**config.mk**
```make
export PLATFORM = sky130hd
export DESIGN_NAME = pulse_meter
export DESIGN_NICKNAME = d
export VERILOG_FILES = /design/src/rtl/pulse_meter.sv
export SDC_FILE = /design/constraint.sdc
export NUM_CORES = 1
export LEC_CHECK = 0
export ABC_CLOCK_PERIOD_IN_PS = 1740
export BUFFER_PORTS_ARGS = -buffer_cell sky130_fd_sc_hd__clkbuf_2
export CAP_MARGIN = 0
export CORE_MARGIN = 1
export CORE_UTILIZATION = 50
export CTS_CLUSTER_SIZE = 12
export DETAILED_ROUTE_END_ITERATION = 10
export PLACE_DENSITY = 0.74
export SYNTH_ARGS = -nofsm -noshare
export SYNTH_HDL_FRONTEND = slang
export SYNTH_SLANG_ARGS = --single-unit
```
**constraint.sdc**
```tcl
create_clock -name clock -period 1.74 [get_ports clock]
set_input_delay 0.348 -clock clock [delete_from_list [all_inputs] [get_ports clock]]
set_output_delay 0.348 -clock clock [all_outputs]
set_load 0.01 [all_outputs]
```
**src/rtl/pulse_meter.sv**
```systemverilog
// Pulse-width meter: measures runs of in==1 and hands widths to a
// consumer over a dav_/rfd four-phase handshake, one-deep buffered.
module pulse_meter (
  input  logic       clock,
  input  logic       reset_,
  input  logic       in,
  input  logic       rfd,
  output logic       dav_,
  output logic [7:0] data,
  output logic [7:0] drops
);

  typedef enum logic {
    M_LOW,
    M_HIGH
  } m_state_t;

  typedef enum logic [1:0] {
    P_IDLE,
    P_OFFER,
    P_DONE
  } p_state_t;

  m_state_t   m_state;
  m_state_t   m_next;
  p_state_t   p_state;
  p_state_t   p_next;
  logic [7:0] cnt;
  logic [7:0] cnt_next;
  logic [7:0] pend;
  logic       pv;
  logic       push;
  logic       pop;

  always_comb begin
    m_next   = m_state;
    cnt_next = cnt;
    push     = 1'b0;
    unique case (m_state)
      M_LOW: begin
        cnt_next = 8'd0;
        if (in) begin
          cnt_next = 8'd1;
          m_next   = M_HIGH;
        end
      end
      M_HIGH: begin
        if (in) begin
          if (cnt != 8'hff)
            cnt_next = cnt + 8'd1;
        end else begin
          push     = 1'b1;
          cnt_next = 8'd0;
          m_next   = M_LOW;
        end
      end
    endcase
  end

  always_comb begin
    p_next = p_state;
    pop    = 1'b0;
    unique case (p_state)
      P_IDLE: begin
        if (pv && rfd) begin
          pop    = 1'b1;
          p_next = P_OFFER;
        end
      end
      P_OFFER: begin
        if (!rfd)
          p_next = P_DONE;
      end
      P_DONE: begin
        if (rfd)
          p_next = P_IDLE;
      end
      default: p_next = P_IDLE;
    endcase
  end

  always_ff @(posedge clock) begin
    if (reset_) begin
      m_state <= M_LOW;
      p_state <= P_IDLE;
      cnt     <= 8'd0;
      pend    <= 8'd0;
      pv      <= 1'b0;
      dav_    <= 1'b1;
      data    <= 8'd0;
      drops   <= 8'd0;
    end else begin
      m_state <= m_next;
      p_state <= p_next;
      cnt     <= cnt_next;
      dav_    <= (p_next != P_OFFER);
      if (pop)
        data <= pend;
      // A same-edge pop frees the slot, so the new result still fits.
      if (push && pv && !pop) begin
        if (drops != 8'hff)
          drops <= drops + 8'd1;
      end else if (push) begin
        pend <= cnt;
        pv   <= 1'b1;
      end else if (pop) begin
        pv <= 1'b0;
      end
    end
  end

endmodule

```
==> results of run 1 <==
-- cells by family (layout without fill, tap and decap cells) --
| group | Yosys count | in the layout | share of synthesized area, % |
|---|---|---|---|
| DFF | 37 | 37 | 48.9 |
| and+or+nand+nor | 73 | 73 | 24.5 |
| buffers and inverters | 7 | 38 | 2.73 |
| AOI/OAI and AO/OA | 32 | 33 | 13.2 |
| muxes | 10 | 10 | 6.61 |
| adders and majority gates | 2 | 2 | 1.65 |
| xor gates and xnor gates | 4 | 4 | 2.31 |
-- final timing paths --
check | slack, ns | endpoint
setup / recovery | 0.10 | drops[1]
hold / removal | 0.22 | p_state[1]
setup reg to reg | 0.10 | drops[1]
hold reg to reg | 0.46 | data[3]
-- what timing repair did --
| item | CTS | global route |
|---|---|---|
| setup buffers | 0 | 1 |
| setup endpoints to repair | 3 | 6 |
| resized for setup | 1 | 4 |
| pin swaps | 0 | 2 |
| gates cloned | 0 | 1 |
-- per-layer routing --
layer	global-route usage (%)	routed length [um]	vias up
li1	-	-	653
met1	24.5	1390	628
met2	33.4	1540	51
met3	4.99	161	12
met4	13.2	86	0
met5	0	0	-
-- through the flow --
step	hold WS (ns)	instances	area (um2)
after floorplan	0.425	165	1510
after global placement	0.443	218	1670
after detailed placement	0.448	218	1670
after CTS	0.219	226	1740
after global routing	0.226	228	1770
final	0.220	228	1770
-- worst register-to-register path, stage by stage, from the launching register on --
cell	delay (ns)
dfxtp_1	0.45
nand4_1	0.30
o2111ai_4	0.35
buf_4	0.18
mux2i_1	0.20
nor2_1	0.05
-- cell type report --
type / count / area [um2] / share of cell area [%]
clock buffer: 5 / 37.5 / 2.12
tap: 31 / 38.8 / 2.19
sequential: 37 / 742 / 41.8
multi-input combinational: 122 / 771 / 43.4
timing repair buffer: 28 / 160 / 9.03
clock inverter: 3 / 17.5 / 0.987
inverter: 2 / 7.51 / 0.423
-- state kept, by name, indices dropped and copies added, names as in the netlist --
name     flops
dav_         1
cnt          8
drops        8
p_state      2
data         8
m_state      1
pend         8
pv           1
-- placed cells by master (no fill, tap or decap), drive strengths merged, types with 3 or more instances in the layout --
| cell | n |
|---|---|
| clkbuf | 25 |
| dfxtp | 37 |
| nand4 | 3 |
| or3 | 5 |
| a21oi | 19 |
| xor2 | 3 |
| o31ai | 6 |
| buf | 8 |
| nand2 | 25 |
| o21ai | 4 |
| mux2i | 10 |
| nor2 | 17 |
| nor3 | 5 |
| or4 | 3 |
| nand3 | 5 |
-- cell usage after synthesis, types with 2 or more instances --
master | instances | share of area [%]
dfxtp_1 | 37 | 49
nand2_1 | 25 | 6.2
a21oi_1 | 18 | 6.0
nor2_1 | 17 | 4.2
mux2i_1 | 10 | 6.6
o31ai_1 | 6 | 3.0
nor3_1 | 5 | 1.7
nand3_1 | 4 | 1.3
o21ai_0 | 4 | 1.3
or3_1 | 4 | 1.7
clkbuf_1 | 3 | 0.74
nand4_1 | 3 | 1.2
or4_1 | 3 | 1.5
xor2_1 | 3 | 1.7
buf_6 | 2 | 1.5
ha_1 | 2 | 1.7
inv_1 | 2 | 0.50
nand3b_1 | 2 | 0.99
nor2b_1 | 2 | 0.83
-- where the power goes --
part | switching, W | internal (W)
combinational | 0.0000353 | 0.0000226
clock | 0.000280 | 0.000152
sequential | 0.00000702 | 0.000853
total | 0.000322 | 0.00103
==> flow_summary.json, run 1 <==
{
  "cpPeakStageDelay_ns": 0.45,
  "finalCriticalPeriod_ns": 1.64,
  "dp_slack_ns": -0.00460,
  "crit_path_max_fanout": 6,
  "core_area_mm2": 0.00281,
  "cts_tree": "built",
  "worst_pin_slew_ns": 0.522,
  "netlist_area_mm2": 0.00151,
  "status": "finished with violations",
  "grt_pass1_wl_mm": 5.18,
  "final_hold_viol_count": 0,
  "dr.pass1.iters": 8,
  "whs_path_depth": 2,
  "wl_per_cell_um": 14.0,
  "finalCritPeriodShare_pct": 94.1,
  "start_util_pct": 54.0,
  "root_buffer": "clkbuf_4",
  "antenna_found_initial": 0,
  "die_width_um": 57.0,
  "routed-via-count": 1344,
  "finClkSkew_ns": 0.0114,
  "irDropWorstVdd_uv": 514,
  "crit_start": "drops[4]",
  "ys_async_sr_fraction_pct": 0,
  "cts_buffers": 5,
  "power.leakage_nw": 0.622,
  "postLayoutCoreUtil_pct": 63.2,
  "synth_top_flop_cell": "dfxtp_1",
  "die_h_um": 57.0,
  "cts_sinks": 37,
  "slew_headroom_pct": 65.1,
  "max_cap_viol_count": 0,
  "startpoint_type": "flip-flop",
  "hp-class": "primary input to flip-flop",
  "timing.critical_path.buf_inv": 1,
  "io_pins": 21,
  "slew_violations": 0,
  "grt_max_degree": 30,
  "cp-end-kind": "flip-flop",
  "grt_pass1_vias": 1229,
  "violations": "design-rule violations",
  "power_w": 0.00135,
  "track_usage_pct": 20.6,
  "final_layout_size_suffix_gt1_share_pct": 23.9,
  "insertion_delay_ns": 0.34,
  "yosys_warnings": 0,
  "htree_num_levels": 2,
  "critical_path.top_delay_family": "flip-flops",
  "grt-ovfl-total": 0,
  "reg2reg_from": "drops[4]",
  "worstHoldStart": "rfd",
  "r2r_cells": 5,
  "ys_seq_area_share_pct": 48.9,
  "gp_congestion": 0.830,
  "detail-route-antenna-nets": 0,
  "cts.path.max_buffers": 2,
  "setup-violations-final": 0,
  "synth-edff-count": 0,
  "ctsHoldBuffers": 0,
  "cp.required_ns": 1.97,
  "synth_seq_cells": 37,
  "max_freq_mhz": 611,
  "vias_per_cell": 5.89,
  "num-fill-cells": 233,
  "layout.nets": 202,
  "netlist_instances": 165,
  "fin_tns_setup_ns": 0,
  "wl_mm": 3.18,
  "path_depth": 5,
  "detailed_place_hpwl_mm": 2.18,
  "syn_area_per_cell_um2": 9.18,
  "cp.arrival_ns": 1.87,
  "path_clk_slew_ns": 0.11,
  "row_count": 19,
  "synth_cell_types": 32,
  "antenna_cells": 0,
  "drc_errors": 2,
  "final.setup.worst_slack_ns": 0.102,
  "io_buffers": 20,
  "first_iter_violations": 64,
  "power_density_mw_per_mm2": 761,
  "cp_slowest_cell": "dfxtp_1",
  "synth_fp_nets": 171,
  "dieArea_mm2": 0.00325,
  "area_growth_pct": 17.2,
  "path_cells": "nand4_1, o2111ai_4, buf_4, mux2i_1, nor2_1",
  "crit_type": "flip-flop to flip-flop"
}
No activity file was read; power rests on OpenSTA's default activity.
==> run 2, diff against run 1 <==
- BUFFER_PORTS_ARGS: -buffer_cell sky130_fd_sc_hd__clkbuf_2 -> unset
- DONT_BUFFER_PORTS: unset -> 1
- PLACE_DENSITY: 0.74 -> 0.68
==> run 2 against run 1 <==
Effect of this change: the flow still finishes with violations (design-rule violations); power increased by 22%; routed wire length decreased by 6.9%; register-to-register slack improved by 0.03 ns; sequential share of layout area increased by 0.35 points; critical endpoint is now drops[3]; largest cell class unchanged.
==> flow_summary.json, run 2 (synthesis results as in run 1) <==
{
  "status": "finished with violations",
  "violations": "design-rule violations",
  "layout.nets": 189,
  "antenna_found_initial": 0,
  "power_density_mw_per_mm2": 938,
  "core_area_mm2": 0.00281,
  "grt_pass1_vias": 1196,
  "dr.pass1.iters": 7,
  "grt_max_degree": 32,
  "grt_pass1_wl_mm": 5.09,
  "final_layout_size_suffix_gt1_share_pct": 16.3,
  "detail-route-antenna-nets": 0,
  "die_h_um": 57.0,
  "start_util_pct": 54.0,
  "cp-end-kind": "flip-flop",
  "grt-ovfl-total": 0,
  "fin_tns_setup_ns": 0,
  "cts_buffers": 5,
  "startpoint_type": "flip-flop",
  "stdcell_area_mm2": 0.00176,
  "power.leakage_nw": 0.603,
  "area_growth_pct": 16.0,
  "path_clk_slew_ns": 0.12,
  "max_freq_mhz": 622,
  "track_usage_pct": 19.9,
  "wl_per_cell_um": 13.8,
  "final_cell_mix": "37 x dfxtp_1, 25 x nand2_1, 18 x a21oi_1, 17 x nor2_1, 16 x buf_4",
  "wl_mm": 2.96,
  "insertion_delay_ns": 0.34,
  "finClkSkew_ns": 0.0104,
  "finalCritPeriodShare_pct": 92.4,
  "row_count": 19,
  "antenna_cells": 0,
  "worst_pin_slew_ns": 0.565,
  "cts_tree": "built",
  "dpl_cell_area_mm2": 0.00164,
  "io_buffers": 0,
  "vias_per_cell": 5.67,
  "irDropWorstVdd_uv": 806,
  "first_iter_violations": 29,
  "root_buffer": "clkbuf_4",
  "routed-via-count": 1219,
  "dieArea_mm2": 0.00325,
  "slew_headroom_pct": 62.1,
  "slew_violations": 0,
  "cts.path.max_buffers": 2,
  "cp.required_ns": 2.02,
  "htree_num_levels": 2,
  "gp_congestion": 0.868,
  "layout_commonest_cell": "dfxtp_1",
  "crit_type": "flip-flop to flip-flop",
  "crit_path_max_fanout": 11,
  "drc_errors": 2,
  "num-fill-cells": 259,
  "rsz0062_at_grt": "no",
  "detailed_place_hpwl_mm": 2.19,
  "max_cap_viol_count": 0,
  "io_pins": 21,
  "cp.arrival_ns": 1.88,
  "setup-violations-final": 0,
  "finalCriticalPeriod_ns": 1.61,
  "postCtsSetupRepairBufs": 0,
  "cts_sinks": 37,
  "die_width_um": 57.0,
  "hp-class": "primary input to flip-flop",
  "final_hold_viol_count": 0,
  "postLayoutCoreUtil_pct": 62.6
}
[run 2: area by class of cell]
| class | instances | area (um2) | share of cell area [%] |
|---|---|---|---|
| Clock buffer | 5 | 37.5 | 2.14 |
| Clock inverter | 3 | 68.8 | 3.92 |
| Inverter | 2 | 7.51 | 0.427 |
| Multi-Input combinational cell | 121 | 743 | 42.3 |
| Sequential cell | 37 | 741 | 42.2 |
| Tap cell | 31 | 38.8 | 2.21 |
| Timing Repair Buffer | 16 | 120 | 6.84 |
[run 2: routing by layer]
metal	wire length, um	track usage [%]	vias up
met5	0	0	-
met4	34	6.27	0
met3	122	6.35	4
met2	1400	32.1	20
met1	1410	25.4	570
li1	-	-	625
[run 2: path summary, 6_finish.rpt]
kind / endpoint / start / cells past startpoint / slack, ns
setup / recovery: drops[3] / drops[0] / 5 / 0.13
hold / removal: data[1] / reset_ / 1 / 0.06
setup reg to reg: drops[3] / drops[0] / 5 / 0.13
hold reg to reg: data[3] / pend[3] / 2 / 0.45
[run 2: report_power, final]
part	leakage [nW]	internal [W]	total (W)	switching [W]
clock network	0.0558	0.000452	0.000747	0.000295
logic	0.249	0.0000188	0.0000402	0.0000213
registers	0.299	0.000853	0.000860	0.00000646
[run 2: critical path, stage by stage, from the launching register on]
cell,delay (ns)
dfxtp_1,0.34
ha_1,0.22
nand3_1,0.14
o2111ai_4,0.19
or3_2,0.50
a21oi_1,0.15
[run 2: stage by stage]
stage / hold slack, ns / total power [W] / setup WS (ns) / cells
final: 0.0636 / 0.00165 / 0.131 / 215
after global placement: 0.420 / 0.000916 / 0.197 / 207
after floorplan: 0.425 / 0.000914 / 0.218 / 165
after CTS: 0.0440 / 0.00166 / 0.0869 / 215
after global routing: 0.0375 / 0.00170 / 0.0169 / 215
after detailed placement: 0.422 / 0.000918 / 0.120 / 207
[run 2: what timing repair did]
action	in CTS	in global routing
endpoints found under the setup margin	0	2
hold buffers	0	0
gates resized for setup	0	1
